**src/rtl/dma_controller.sv**
```systemverilog
// Single-channel word-copy DMA engine with a 4-register CPU port.
// Moves LEN words from SRC to DST through a read / capture / write cycle,
// re-arbitrating for the bus between words when the grant is withdrawn.
module dma_controller (
  input  logic        clk,
  input  logic        reset,
  input  logic        cpu_cs,
  input  logic [1:0]  cpu_addr,
  input  logic        cpu_w,
  input  logic        cpu_r,
  input  logic [15:0] cpu_data_in,
  output logic [15:0] cpu_data_out,
  output logic        bus_req,
  input  logic        bus_grant,
  output logic [15:0] m_address,
  input  logic [15:0] m_data_in,
  output logic [15:0] m_data_out,
  output logic        m_r,
  output logic        m_w,
  output logic        done_irq
);

  typedef enum logic [2:0] {
    IDLE    = 3'd0,
    REQ     = 3'd1,
    READ    = 3'd2,
    CAPTURE = 3'd3,
    WRITE   = 3'd4
  } state_t;

  state_t      state;
  logic [15:0] src, dst, len, buffer;
  logic        src_inc, dst_inc, done;
  logic        busy, wr_en, start_wr;
  logic [15:0] len_dec, src_next, dst_next;
  logic        unused_data_hi;

  assign busy     = (state != IDLE);
  assign wr_en    = cpu_cs & cpu_w;
  assign start_wr = wr_en && (cpu_addr == 2'd3) && cpu_data_in[0] && !busy;
  assign len_dec  = len - 16'd1;
  assign src_next = src_inc ? src + 16'd1 : src;
  assign dst_next = dst_inc ? dst + 16'd1 : dst;
  assign done_irq = done;

  // Only bits 4:0 of a CTRL write carry meaning
  assign unused_data_hi = ^cpu_data_in[15:5];

  // The captured word is only presented on the bus while WRITE is active
  assign m_data_out = (state == WRITE) ? buffer : 16'h0000;

  // Register read mux; SRC/DST/LEN show the live working values
  always_comb begin
    cpu_data_out = 16'h0000;
    if (cpu_cs && cpu_r) begin
      case (cpu_addr)
        2'd0:    cpu_data_out = src;
        2'd1:    cpu_data_out = dst;
        2'd2:    cpu_data_out = len;
        default: cpu_data_out = {11'h000, dst_inc, src_inc, done, busy, 1'b0};
      endcase
    end
  end

  // CPU register writes plus the transfer FSM with registered bus strobes
  always_ff @(posedge clk) begin
    if (reset) begin
      state     <= IDLE;
      src       <= 16'h0000;
      dst       <= 16'h0000;
      len       <= 16'h0000;
      buffer    <= 16'h0000;
      src_inc   <= 1'b0;
      dst_inc   <= 1'b0;
      done      <= 1'b0;
      bus_req   <= 1'b0;
      m_r       <= 1'b0;
      m_w       <= 1'b0;
      m_address <= 16'h0000;
    end else begin
      // Configuration is frozen while busy; the DONE clear always acts.
      // FSM assignments below come later so a same-edge DONE set wins.
      if (wr_en) begin
        case (cpu_addr)
          2'd0: if (!busy) src <= cpu_data_in;
          2'd1: if (!busy) dst <= cpu_data_in;
          2'd2: if (!busy) len <= cpu_data_in;
          default: begin
            if (cpu_data_in[2]) done <= 1'b0;
            if (!busy) begin
              src_inc <= cpu_data_in[3];
              dst_inc <= cpu_data_in[4];
            end
          end
        endcase
      end

      case (state)
        IDLE: begin
          if (start_wr) begin
            if (len == 16'h0000) begin
              done <= 1'b1;
            end else begin
              done    <= 1'b0;
              bus_req <= 1'b1;
              state   <= REQ;
            end
          end
        end
        REQ: begin
          if (bus_grant) begin
            m_r       <= 1'b1;
            m_address <= src;
            state     <= READ;
          end
        end
        READ: begin
          // Responder returns data during the following cycle
          m_r       <= 1'b0;
          m_address <= 16'h0000;
          state     <= CAPTURE;
        end
        CAPTURE: begin
          buffer    <= m_data_in;
          m_w       <= 1'b1;
          m_address <= dst;
          state     <= WRITE;
        end
        WRITE: begin
          m_w <= 1'b0;
          len <= len_dec;
          src <= src_next;
          dst <= dst_next;
          if (len_dec == 16'h0000) begin
            bus_req   <= 1'b0;
            done      <= 1'b1;
            m_address <= 16'h0000;
            state     <= IDLE;
          end else if (bus_grant) begin
            m_r       <= 1'b1;
            m_address <= src_next;
            state     <= READ;
          end else begin
            m_address <= 16'h0000;
            state     <= REQ;
          end
        end
        default: begin
          bus_req   <= 1'b0;
          m_r       <= 1'b0;
          m_w       <= 1'b0;
          m_address <= 16'h0000;
          state     <= IDLE;
        end
      endcase
    end
  end

endmodule

```
**config.mk**
```make
export PLATFORM = sky130hd
export DESIGN_NAME = dma_controller
export DESIGN_NICKNAME = d
export VERILOG_FILES = /design/src/rtl/dma_controller.sv
export SDC_FILE = /design/constraint.sdc
export NUM_CORES = 1
export LEC_CHECK = 0
export BUFFER_PORTS_ARGS = -buffer_cell sky130_fd_sc_hd__buf_4
export CAP_MARGIN = 5
export CORE_MARGIN = 8
export CORE_UTILIZATION = 35
export DETAILED_ROUTE_END_ITERATION = 12
export HOLD_SLACK_MARGIN = 0.12
export PLACE_DENSITY = 0.67
export SLEW_MARGIN = 10
export SYNTH_ARGS = -nofsm -noshare
export SYNTH_HDL_FRONTEND = slang
export SYNTH_SLANG_ARGS = --single-unit
```
**constraint.sdc**
```tcl
create_clock -name clk -period 2.8 [get_ports clk]
set_input_delay 0.14 -clock clk [delete_from_list [all_inputs] [get_ports clk]]
set_output_delay 0.14 -clock clk [all_outputs]
set_load 0.05 [all_outputs]
```
==> results.ini, run 1 <==
[run_status]
outcome = completed

[synthesis]
synth_top_area_cell = dfxtp_1
synth_area_leaders = dfxtp_1, a21oi_1, nand2_1
synth_top_cell_area_share = 0.313
syn-num-nets = 809
synth-seq-cells = 89
synth_common_cells = nand2_1, nor2_1, dfxtp_1
netlist-cell-type-count = 71
synth_most_common_cell = nand2_1
syn_area_um2 = 5700
yosysSeqAreaShare = 0.313
synth_edf_count = 0
yosys_warnings = 0
avgSynthCellArea_um2 = 7.45
syn_inst = 765
postSynth.asyncResetShare = 0
synthFlopType = dfxtp_1

[setup_path]
worst-path-stages = 8
start_kind = flop
cp_top_family = simple AND/OR/NAND/NOR gates
crit_chain = inv_2, ha_4, or4b_4, nor3_4, xnor2_1, or4b_4, or4_4, a41o_1
reg2reg_to = bus_req
r2r_start = len[1]
required_ns = 3.04
cp_num_buf_inv = 1
slowest_delay_ns = 0.55
crit_end = bus_req
crit_start = len[1]
slowest_stage = or4_4
critPathKind = reg -> reg
crit_top_cell = or4b_4
r2r_cells = 8
worstPathArrival_ns = 2.90
rrSetupSlack_ns = 0.14
crit_path_end_kind = flop
cp_max_fo = 2

[clock_network]
insertion_delay_ns = 0.35
htreeDepth = 3
cts_max_path_buffers = 2
clk_pin_slew_ns = 0.07
cts_tree = yes
cts.sinks = 89
numCtsBuffers = 9
cts-root-buf = clkbuf_16
post_cts_buffers = 0

[floorplan]
die_area_um2 = 20600
start_util = 0.359
die_h_um = 144
core_um2 = 15900
io_pins = 92
rows = 46
die_w_um = 144

[routing]
drt-pass1-iter-count = 5
wl_met2_mm = 9.24
drc = 0
wl_met3_mm = 1.46
num_vias = 6175
wl_met1_mm = 9.10
drt_iter0_drc = 702
dr.max_layer_used = met4
ant_nets = 0
viasPerCell = 5.70
post_drt_wl_per_cell_um = 18.6
wirelength_mm = 20.1

[power]
pwr-share-comb = 0.153
vdd_drop_max_mv = 0.277
p_int_uw = 2090
p_clk_frac = 0.396
p_sw_frac = 0.290
switchingPower_uw = 854
power.density_nw_per_um2 = 408
pwr-share-seq = 0.451
p_leak_uw = 0.00276

[global_route]
grt_pass1_vias = 5637
grt.total_usage = 0.192
grt_first_pass_wirelength_mm = 31.3
grt_max_degree = 57
overflow = 0
antenna_found_initial = 0

[sta]
period_share = 0.950
hold_viol = 0
max_clock_freq_ghz = 0.376
period_minus_slack_ns = 2.66
maxSlewHeadroom = 0.211
worst_slew_pin_slew_ns = 1.18
fin_skew_ns = 0.0130
slew_violations = 0
setup_violations = 0
rsz0062_at_grt = false
fin_worst_hold_slack_ns = 0.128

[finish]
drive_gt1_frac = 0.203
fin_nets = 906
syn_to_final_growth_pct = 26.9
final_area_um2 = 7230
diodes = 0

[run]
max_cap_viol_count = 0

[worst_hold_path]
min_path_type = in -> reg

[placement]
place_congestion = 0.923
dpl.hpwl_mm = 14.4
port_buffers = 91
place_area_um2 = 6700

registers in the layout, indices dropped and copies added, names as in the netlist:
name / cells
state: 3
dst: 16
m_w: 1
done_irq: 1
src: 16
dst_inc: 1
m_address: 16
buffer: 16
src_inc: 1
m_r: 1
bus_req: 1
len: 16
power groups by stage:
| stage | clock network, uW | logic, uW | registers [uW] |
|---|---|---|---|
| floorplan | 0 | 265 | 1350 |
| global placement | 0 | 411 | 1360 |
| detailed placement | 0 | 415 | 1360 |
| CTS | 1180 | 446 | 1330 |
| global route | 1240 | 484 | 1330 |
| finish | 1170 | 452 | 1330 |
metrics by stage:
stage | setup TNS (ns) | instances | utilization | total power (uW) | setup slack [ns]
finish | 0 | 1083 | 0.455 | 2950 | 0.140
global route | 0 | 1083 | 0.455 | 3050 | 0.0408
CTS | 0 | 1083 | 0.455 | 2950 | 0.0285
detailed placement | 0 | 1041 | 0.422 | 1770 | 0.0387
global placement | 0 | 1041 | 0.422 | 1770 | 0.0766
floorplan | -0.241 | 765 | - | 1610 | -0.190
cell families after synthesis:
kind of cell               share of synthesized area
buffers and inverters                         0.0586
muxes                                         0.0389
and+or+nand+nor                                0.267
DFF                                            0.313
AOI/OAI and AO/OA                              0.280
xor gates and xnor gates                      0.0338
adders and majority gates                    0.00878
cells in the final DEF (no fill, tap or decap), drive strengths merged, types with 4 or more instances in the layout:
cell / count
a211oi: 10
a21oi: 86
a221oi: 5
a22o: 24
a22oi: 11
a2bb2oi: 5
a311oi: 5
a31oi: 6
a32oi: 5
and2: 5
and3: 22
and4: 4
buf: 130
clkbuf: 11
dfxtp: 89
dlygate4sd3: 26
ha: 4
inv: 11
mux2i: 15
nand2: 103
nand3: 18
nand4: 6
nor2: 91
nor2b: 8
nor3: 23
nor4: 6
o21ai: 42
o31ai: 16
or3: 4
or4: 5
xnor2: 12
xor2: 10
cell type report:
class                           instances  area, um2
Clock inverter                          5       38.8
Sequential cell                        89       1780
Multi-Input combinational cell        596       3600
Timing Repair Buffer                  156       1260
Fill cell                            1647       8660
Clock buffer                           11        233
Inverter                               10       37.5
Tap cell                              216        270
what timing repair did:
action                     4_1_cts  5_1_grt
setup endpoints to repair        0        2
gates resized for setup          0        1
hold endpoints to repair        26        0
hold buffers                    26        0
tightest hold or removal path: cells and delay by family:
family          cells  cell delay, ns
buf+inv             1            0.09
compound gates      2            0.19
per-layer routing:
layer  up-vias  global-route usage
met4         0              0.0603
met3        23              0.0309
met1      2941               0.265
li1       2962                   -
met5         -                   0
met2       249               0.300
how the worst min path moves through the flow:
stage	slack [ns]	start	cells past startpoint	end
floorplan	0.28	m_data_in[0]	2	buffer[0]
global placement	0.39	m_data_in[15]	3	buffer[15]
detailed placement	0.40	m_data_in[1]	3	buffer[1]
CTS	0.13	cpu_data_in[9]	3	len[9]
global route	0.14	cpu_data_in[9]	3	len[9]
finish	0.13	cpu_data_in[9]	3	len[9]
Power figures use the tool's default switching activity.
==> run 2, diff against run 1 <==
--- a/config.mk
+++ b/config.mk
@@ -9,9 +9,10 @@
 export CAP_MARGIN = 5
 export CORE_MARGIN = 8
 export CORE_UTILIZATION = 35
+export CTS_CLUSTER_SIZE = 40
 export DETAILED_ROUTE_END_ITERATION = 12
 export HOLD_SLACK_MARGIN = 0.12
-export PLACE_DENSITY = 0.67
+export PLACE_DENSITY_LB_ADDON = 0.08
 export SLEW_MARGIN = 10
 export SYNTH_ARGS = -nofsm -noshare
 export SYNTH_HDL_FRONTEND = slang
==> results.ini, run 2 (synthesis results as in run 1) <==
[sta]
slew_violations = 0  ; unchanged
setup_violations = 0  ; unchanged
max_clock_freq_ghz = 0.372  ; was 0.376 GHz
period_share = 0.959  ; was 0.950
rsz0062_at_grt = false  ; unchanged
tns_ns = 0  ; unchanged
maxSlewHeadroom = 0.470  ; was 0.211
hold_viol = 0  ; unchanged
fin_worst_hold_slack_ns = 0.144  ; was 0.128 ns
period_minus_slack_ns = 2.68  ; was 2.66 ns
fin_skew_ns = 0.00755  ; was 0.0130 ns
worst_slew_pin_slew_ns = 0.795  ; was 1.18 ns

[finish]
diodes = 0  ; unchanged
fillers = 1653  ; was 1647
syn_to_final_growth_pct = 27.9  ; was 26.9%
fin_nets = 906  ; unchanged
fin_util = 0.459  ; was 0.455
drive_gt1_frac = 0.206  ; was 0.203
finalNonFillerCells = 1082  ; was 1083
final_common_cell = buf_4  ; unchanged
final_cell_mix = buf_4, nand2_1, nor2_1, dfxtp_1, a21oi_1  ; unchanged

[routing]
ant_nets = 0  ; unchanged
wirelength_mm = 22.0  ; was 20.1 mm
wl_met2_mm = 9.81  ; was 9.24 mm
num_vias = 6201  ; was 6175
viasPerCell = 5.73  ; was 5.70
drt_iter0_drc = 627  ; was 702
dr.max_layer_used = met4  ; unchanged
post_drt_wl_per_cell_um = 20.3  ; was 18.6 um
wl_met1_mm = 10.5  ; was 9.10 mm
wl_met3_mm = 1.40  ; was 1.46 mm
drc = 0  ; unchanged
drt-pass1-iter-count = 7  ; was 5

[global_route]
grt_first_pass_wirelength_mm = 34.0  ; was 31.3 mm
grt.total_usage = 0.213  ; was 0.192
overflow = 0  ; unchanged
grt_pass1_vias = 5862  ; was 5637
grt_max_degree = 57  ; unchanged
antenna_found_initial = 0  ; unchanged

[placement]
dpl.hpwl_mm = 16.1  ; was 14.4 mm
place_congestion = 0.905  ; was 0.923
place_inst = 1041  ; unchanged
port_buffers = 91  ; unchanged

[clock_network]
htreeDepth = 3  ; unchanged
cts.sinks = 89  ; unchanged
cts-root-buf = clkbuf_16  ; unchanged
cts_tree = yes  ; unchanged
cts_max_path_buffers = 2  ; unchanged
post_cts_buffers = 0  ; unchanged
numCtsBuffers = 9  ; unchanged
insertion_delay_ns = 0.35  ; about the same
clk_pin_slew_ns = 0.06  ; was 0.07 ns

[run]
max_cap_viol_count = 0  ; unchanged

[setup_path]
start_kind = flop  ; unchanged
r2r_start = len[1]  ; unchanged
crit_start = len[1]  ; unchanged
worstPathArrival_ns = 2.92  ; was 2.90 ns
critPathKind = reg -> reg  ; unchanged
cp_max_fo = 2  ; unchanged
crit_path_end_kind = flop  ; unchanged
required_ns = 3.03  ; was 3.04 ns

[power]
power_uw = 3220  ; was 2950 uW
power.density_nw_per_um2 = 442  ; was 408 nW/um2
vdd_drop_max_mv = 0.334  ; was 0.277 mV
p_leak_uw = 0.00279  ; was 0.00276 uW

[floorplan]
die_h_um = 144  ; unchanged
core_um2 = 15900  ; unchanged
start_util = 0.359  ; unchanged
die_area_um2 = 20600  ; unchanged
rows = 46  ; unchanged
io_pins = 92  ; unchanged
die_w_um = 144  ; unchanged

[run_status]
outcome = completed  ; unchanged

[worst_hold_path]
hold_start = cpu_data_in[6]  ; was cpu_data_in[9]
min_path_type = in -> reg  ; unchanged

-- run 2: changes by cell type in the layout (fill, tap and decap cells not counted) --
cell,before,now
nor2_1,91,90
inv_6,2,0
clkbuf_1,2,0
nor2_2,0,1
buf_12,2,1
clkbuf_8,0,1
buf_4,128,129
bufinv_16,0,3
clkinvlp_4,1,0
-- run 2: timing repair --
action	in CTS	in global routing
gates cloned	0	0
pin swaps	0	1
hold buffers	26	0
endpoints found under the setup margin	1	1
gates resized for setup	1	0
hold endpoints to repair	27	0
-- run 2: cell type report --
| cell class | instances | area, um2 | share of cell area |
|---|---|---|---|
| flip-flops and latches | 89 | 1780 | 0.245 |
| inverters | 10 | 37.5 | 0.00515 |
| multi-input cells | 596 | 3610 | 0.495 |
| repair buffers | 156 | 1250 | 0.171 |
| clock buffers | 10 | 239 | 0.0328 |
| clock inverters | 5 | 104 | 0.0142 |
| well taps | 216 | 270 | 0.0371 |
-- run 2: path summary, 6_finish.rpt --
| path | to | slack [ns] | depth (start not counted) |
|---|---|---|---|
| setup / recovery | bus_req | 0.12 | 8 |
| hold / removal | len[6] | 0.14 | 3 |
| setup reg to reg | bus_req | 0.12 | 8 |
| hold reg to reg | buffer[5] | 0.45 | 2 |
-- run 2: stage by stage --
| stage | setup WS, ns | instance area, um2 |
|---|---|---|
| floorplan | -0.190 | 5720 |
| global placement | 0.0549 | 6680 |
| detailed placement | 0.00881 | 6680 |
| CTS | 0.0397 | 7290 |
| global route | 0.0379 | 7290 |
| finish | 0.115 | 7290 |
-- run 2: layer usage --
metal,vias up,track usage
li1,2963,-
met1,2975,0.301
met2,243,0.325
met3,20,0.0378
met4,0,0.0559
met5,-,0
-- run 2: power by group --
part	switching [uW]	leakage, uW	internal [uW]
Clock	539	0.000169	893
Sequential	38.8	0.000719	1290
Combinational	269	0.00190	191
-- run 2: critical path, stage by stage, from the launching register on --
cell and delay, ns:
dfxtp_1 0.32, inv_2 0.08, ha_4 0.13, or4b_4 0.48, nor3_4 0.15, xnor2_1 0.15
or4b_4 0.48, or4_4 0.55, a41o_1 0.23
==> run 3, diff against run 2 <==
--- a/config.mk
+++ b/config.mk
@@ -5,6 +5,7 @@
 export SDC_FILE = /design/constraint.sdc
 export NUM_CORES = 1
 export LEC_CHECK = 0
+export ABC_AREA = 1
 export BUFFER_PORTS_ARGS = -buffer_cell sky130_fd_sc_hd__buf_4
 export CAP_MARGIN = 5
 export CORE_MARGIN = 8
==> results.ini, run 3 <==
[synthesis]
postSynth.asyncResetShare = 0  ; unchanged
synthXorXnorAreaFrac = 0.0110  ; was 0.0338
synth_top_family_by_area = simple AND/OR/NAND/NOR gates  ; was compound AO/OA/AOI/OAI gates
synth_most_common_cell = nand2_1  ; unchanged
synth_top_cell_area_share = 0.319  ; was 0.313
synthFlopType = dfxtp_1  ; unchanged
yosysSeqAreaShare = 0.319  ; was 0.313
synth_area_leaders = dfxtp_1, nand2_1, o21ai_0  ; was dfxtp_1, a21oi_1, nand2_1
syn_inst = 890  ; was 765
synth_edf_count = 0  ; unchanged
synth_common_cells = nand2_1, inv_1, o21ai_0  ; was nand2_1, nor2_1, dfxtp_1
syn_area_um2 = 5590  ; was 5700 um2
synth_mux_area_frac = 0.00202  ; was 0.0389
syn-num-nets = 934  ; was 809
yosys_warnings = 0  ; unchanged
yosys.area_share.simple = 0.298  ; was 0.267
netlist-cell-type-count = 41  ; was 71
synth_fa_ha_area_frac = 0.00896  ; was 0.00878
synth-seq-cells = 89  ; unchanged
synth_compound_area_frac = 0.233  ; was 0.280
synth_top_area_cell = dfxtp_1  ; unchanged
avgSynthCellArea_um2 = 6.28  ; was 7.45 um2

[setup_path]
worstPathArrival_ns = 2.55  ; was 2.92 ns
crit_path_end_kind = flop  ; unchanged
start_kind = flop  ; unchanged
r2r_start = len[0]  ; was len[1]
crit_start = len[0]  ; was len[1]
critPathKind = reg -> reg  ; unchanged
r2r_cells = 14  ; was 8
crit_end = state[1]  ; was bus_req
cp_max_fo = 21  ; was 2
reg2reg_to = state[1]  ; was bus_req
rrSetupSlack_ns = 0.49  ; was 0.12 ns
required_ns = 3.04  ; was 3.03 ns

[clock_network]
cts.sinks = 89  ; unchanged
cts-root-buf = clkbuf_16  ; unchanged
numCtsBuffers = 9  ; unchanged
post_cts_buffers = 0  ; unchanged
cts_tree = yes  ; unchanged
htreeDepth = 3  ; unchanged
cts_max_path_buffers = 2  ; unchanged
insertion_delay_ns = 0.36  ; was 0.35 ns
clk_pin_slew_ns = 0.07  ; was 0.06 ns

[routing]
wl_met3_mm = 1.00  ; was 1.40 mm
wirelength_mm = 19.0  ; was 22.0 mm
wl_met2_mm = 8.76  ; was 9.81 mm
drt_iter0_drc = 466  ; was 627
wl_met1_mm = 8.92  ; was 10.5 mm
drt-pass1-iter-count = 5  ; was 7
ant_nets = 0  ; unchanged
drc = 0  ; unchanged
dr.max_layer_used = met4  ; unchanged
viasPerCell = 4.96  ; was 5.73
post_drt_wl_per_cell_um = 15.8  ; was 20.3 um
num_vias = 5961  ; was 6201

[finish]
fin_nets = 1025  ; was 906
fin_util = 0.439  ; was 0.459
drive_gt1_frac = 0.161  ; was 0.206
final_cell_mix = nand2_1, inv_1, buf_4, o21ai_0, dfxtp_1  ; was buf_4, nand2_1, nor2_1, dfxtp_1, a21oi_1
syn_to_final_growth_pct = 23.8  ; was 27.9%
final_common_cell = nand2_1  ; was buf_4
diodes = 0  ; unchanged

[sta]
tns_ns = 0  ; unchanged
hold_viol = 0  ; unchanged
period_share = 0.825  ; was 0.959
setup_violations = 0  ; unchanged
rsz0062_at_grt = false  ; unchanged
slew_violations = 0  ; unchanged
fin_skew_ns = 0.00883  ; was 0.00755 ns
max_clock_freq_ghz = 0.433  ; was 0.372 GHz
maxSlewHeadroom = 0.513  ; was 0.470
fin_worst_hold_slack_ns = 0.151  ; was 0.144 ns
worst_slew_pin_slew_ns = 0.730  ; was 0.795 ns
period_minus_slack_ns = 2.31  ; was 2.68 ns

[global_route]
grt_pass1_vias = 5625  ; was 5862
overflow = 0  ; unchanged
grt.total_usage = 0.191  ; was 0.213
grt_first_pass_wirelength_mm = 30.3  ; was 34.0 mm
grt_max_degree = 63  ; was 57
antenna_found_initial = 0  ; unchanged

[floorplan]
die_w_um = 142  ; was 144 um
io_pins = 92  ; unchanged
rows = 46  ; unchanged
die_area_um2 = 20300  ; was 20600 um2
core_um2 = 15800  ; was 15900 um2
die_h_um = 142  ; was 144 um
start_util = 0.354  ; was 0.359

[worst_hold_path]
min_path_cells = 3  ; unchanged
min_path_type = in -> reg  ; unchanged

[placement]
port_buffers = 91  ; unchanged
place_congestion = 0.866  ; was 0.905
dpl.hpwl_mm = 13.8  ; was 16.1 mm

[run_status]
outcome = completed  ; unchanged

[run]
max_cap_viol_count = 0  ; unchanged

[power]
vdd_drop_max_mv = 0.273  ; was 0.334 mV
power_uw = 3120  ; was 3220 uW
p_leak_uw = 0.00295  ; was 0.00279 uW
power.density_nw_per_um2 = 451  ; was 442 nW/um2

-- run 3: area by class of cell --
class	count	area [um2]
tap	216	270
multi-input combinational	630	3090
clock inverter	4	76.3
clock buffer	12	246
inverter	129	487
timing repair buffer	122	968
sequential	89	1780
fill	1753	8850
-- run 3: metrics by stage --
stage	std cells	instance area, um2	setup slack [ns]
6_report	1202	6920	0.490
5_1_grt	1202	6920	0.240
4_1_cts	1202	6920	0.527
3_5_place_dp	1165	6390	0.544
3_3_place_gp	1165	6390	0.548
2_1_floorplan	890	5590	0.887
-- run 3: repair_timing --
item / in CTS / in global routing
resized for setup: 0 / 0
hold endpoints to repair: 21 / 0
hold buffers: 21 / 0
-- run 3: worst min path at each step --
stage	startpoint	to	slack [ns]
CTS	cpu_data_in[14]	dst[14]	0.16
detailed placement	cpu_data_in[3]	src_inc	0.41
finish	cpu_data_in[14]	dst[14]	0.15
global placement	cpu_data_in[4]	dst_inc	0.40
global route	cpu_data_in[14]	src[14]	0.18
floorplan	cpu_data_in[4]	dst_inc	0.29
-- run 3: worst max-delay path: stages (launching register included) --
cell and delay (ns):
dfxtp_1 0.32, inv_1 0.19, ha_1 0.27, nand2_1 0.11
nand2_1 0.06, o21ai_0 0.11, nor3_1 0.31, nand2_1 0.09
nor2_1 0.15, nand3_2 0.07, buf_4 0.23, nand3_1 0.10
nand3_1 0.06, nand2_1 0.07, nor2_1 0.04
-- run 3: logic make-up (layout without fill, tap and decap cells) --
group / Yosys count / count (layout)
fa+ha+maj: 4 / 4
xor+xnor: 7 / 7
buf+inv: 171 / 267
compound gates: 240 / 240
mux: 1 / 1
simple gates: 378 / 378
flops: 89 / 89
-- run 3: power by group --
part	switching, uW	internal [uW]
registers	35.1	1290
clock network	565	811
logic	265	151
-- run 3: routing by layer --
metal | global-route usage | vias to the layer above
li1 | - | 3102
met1 | 0.247 | 2696
met2 | 0.310 | 144
met3 | 0.0392 | 19
met4 | 0.0654 | 0
met5 | 0 | -
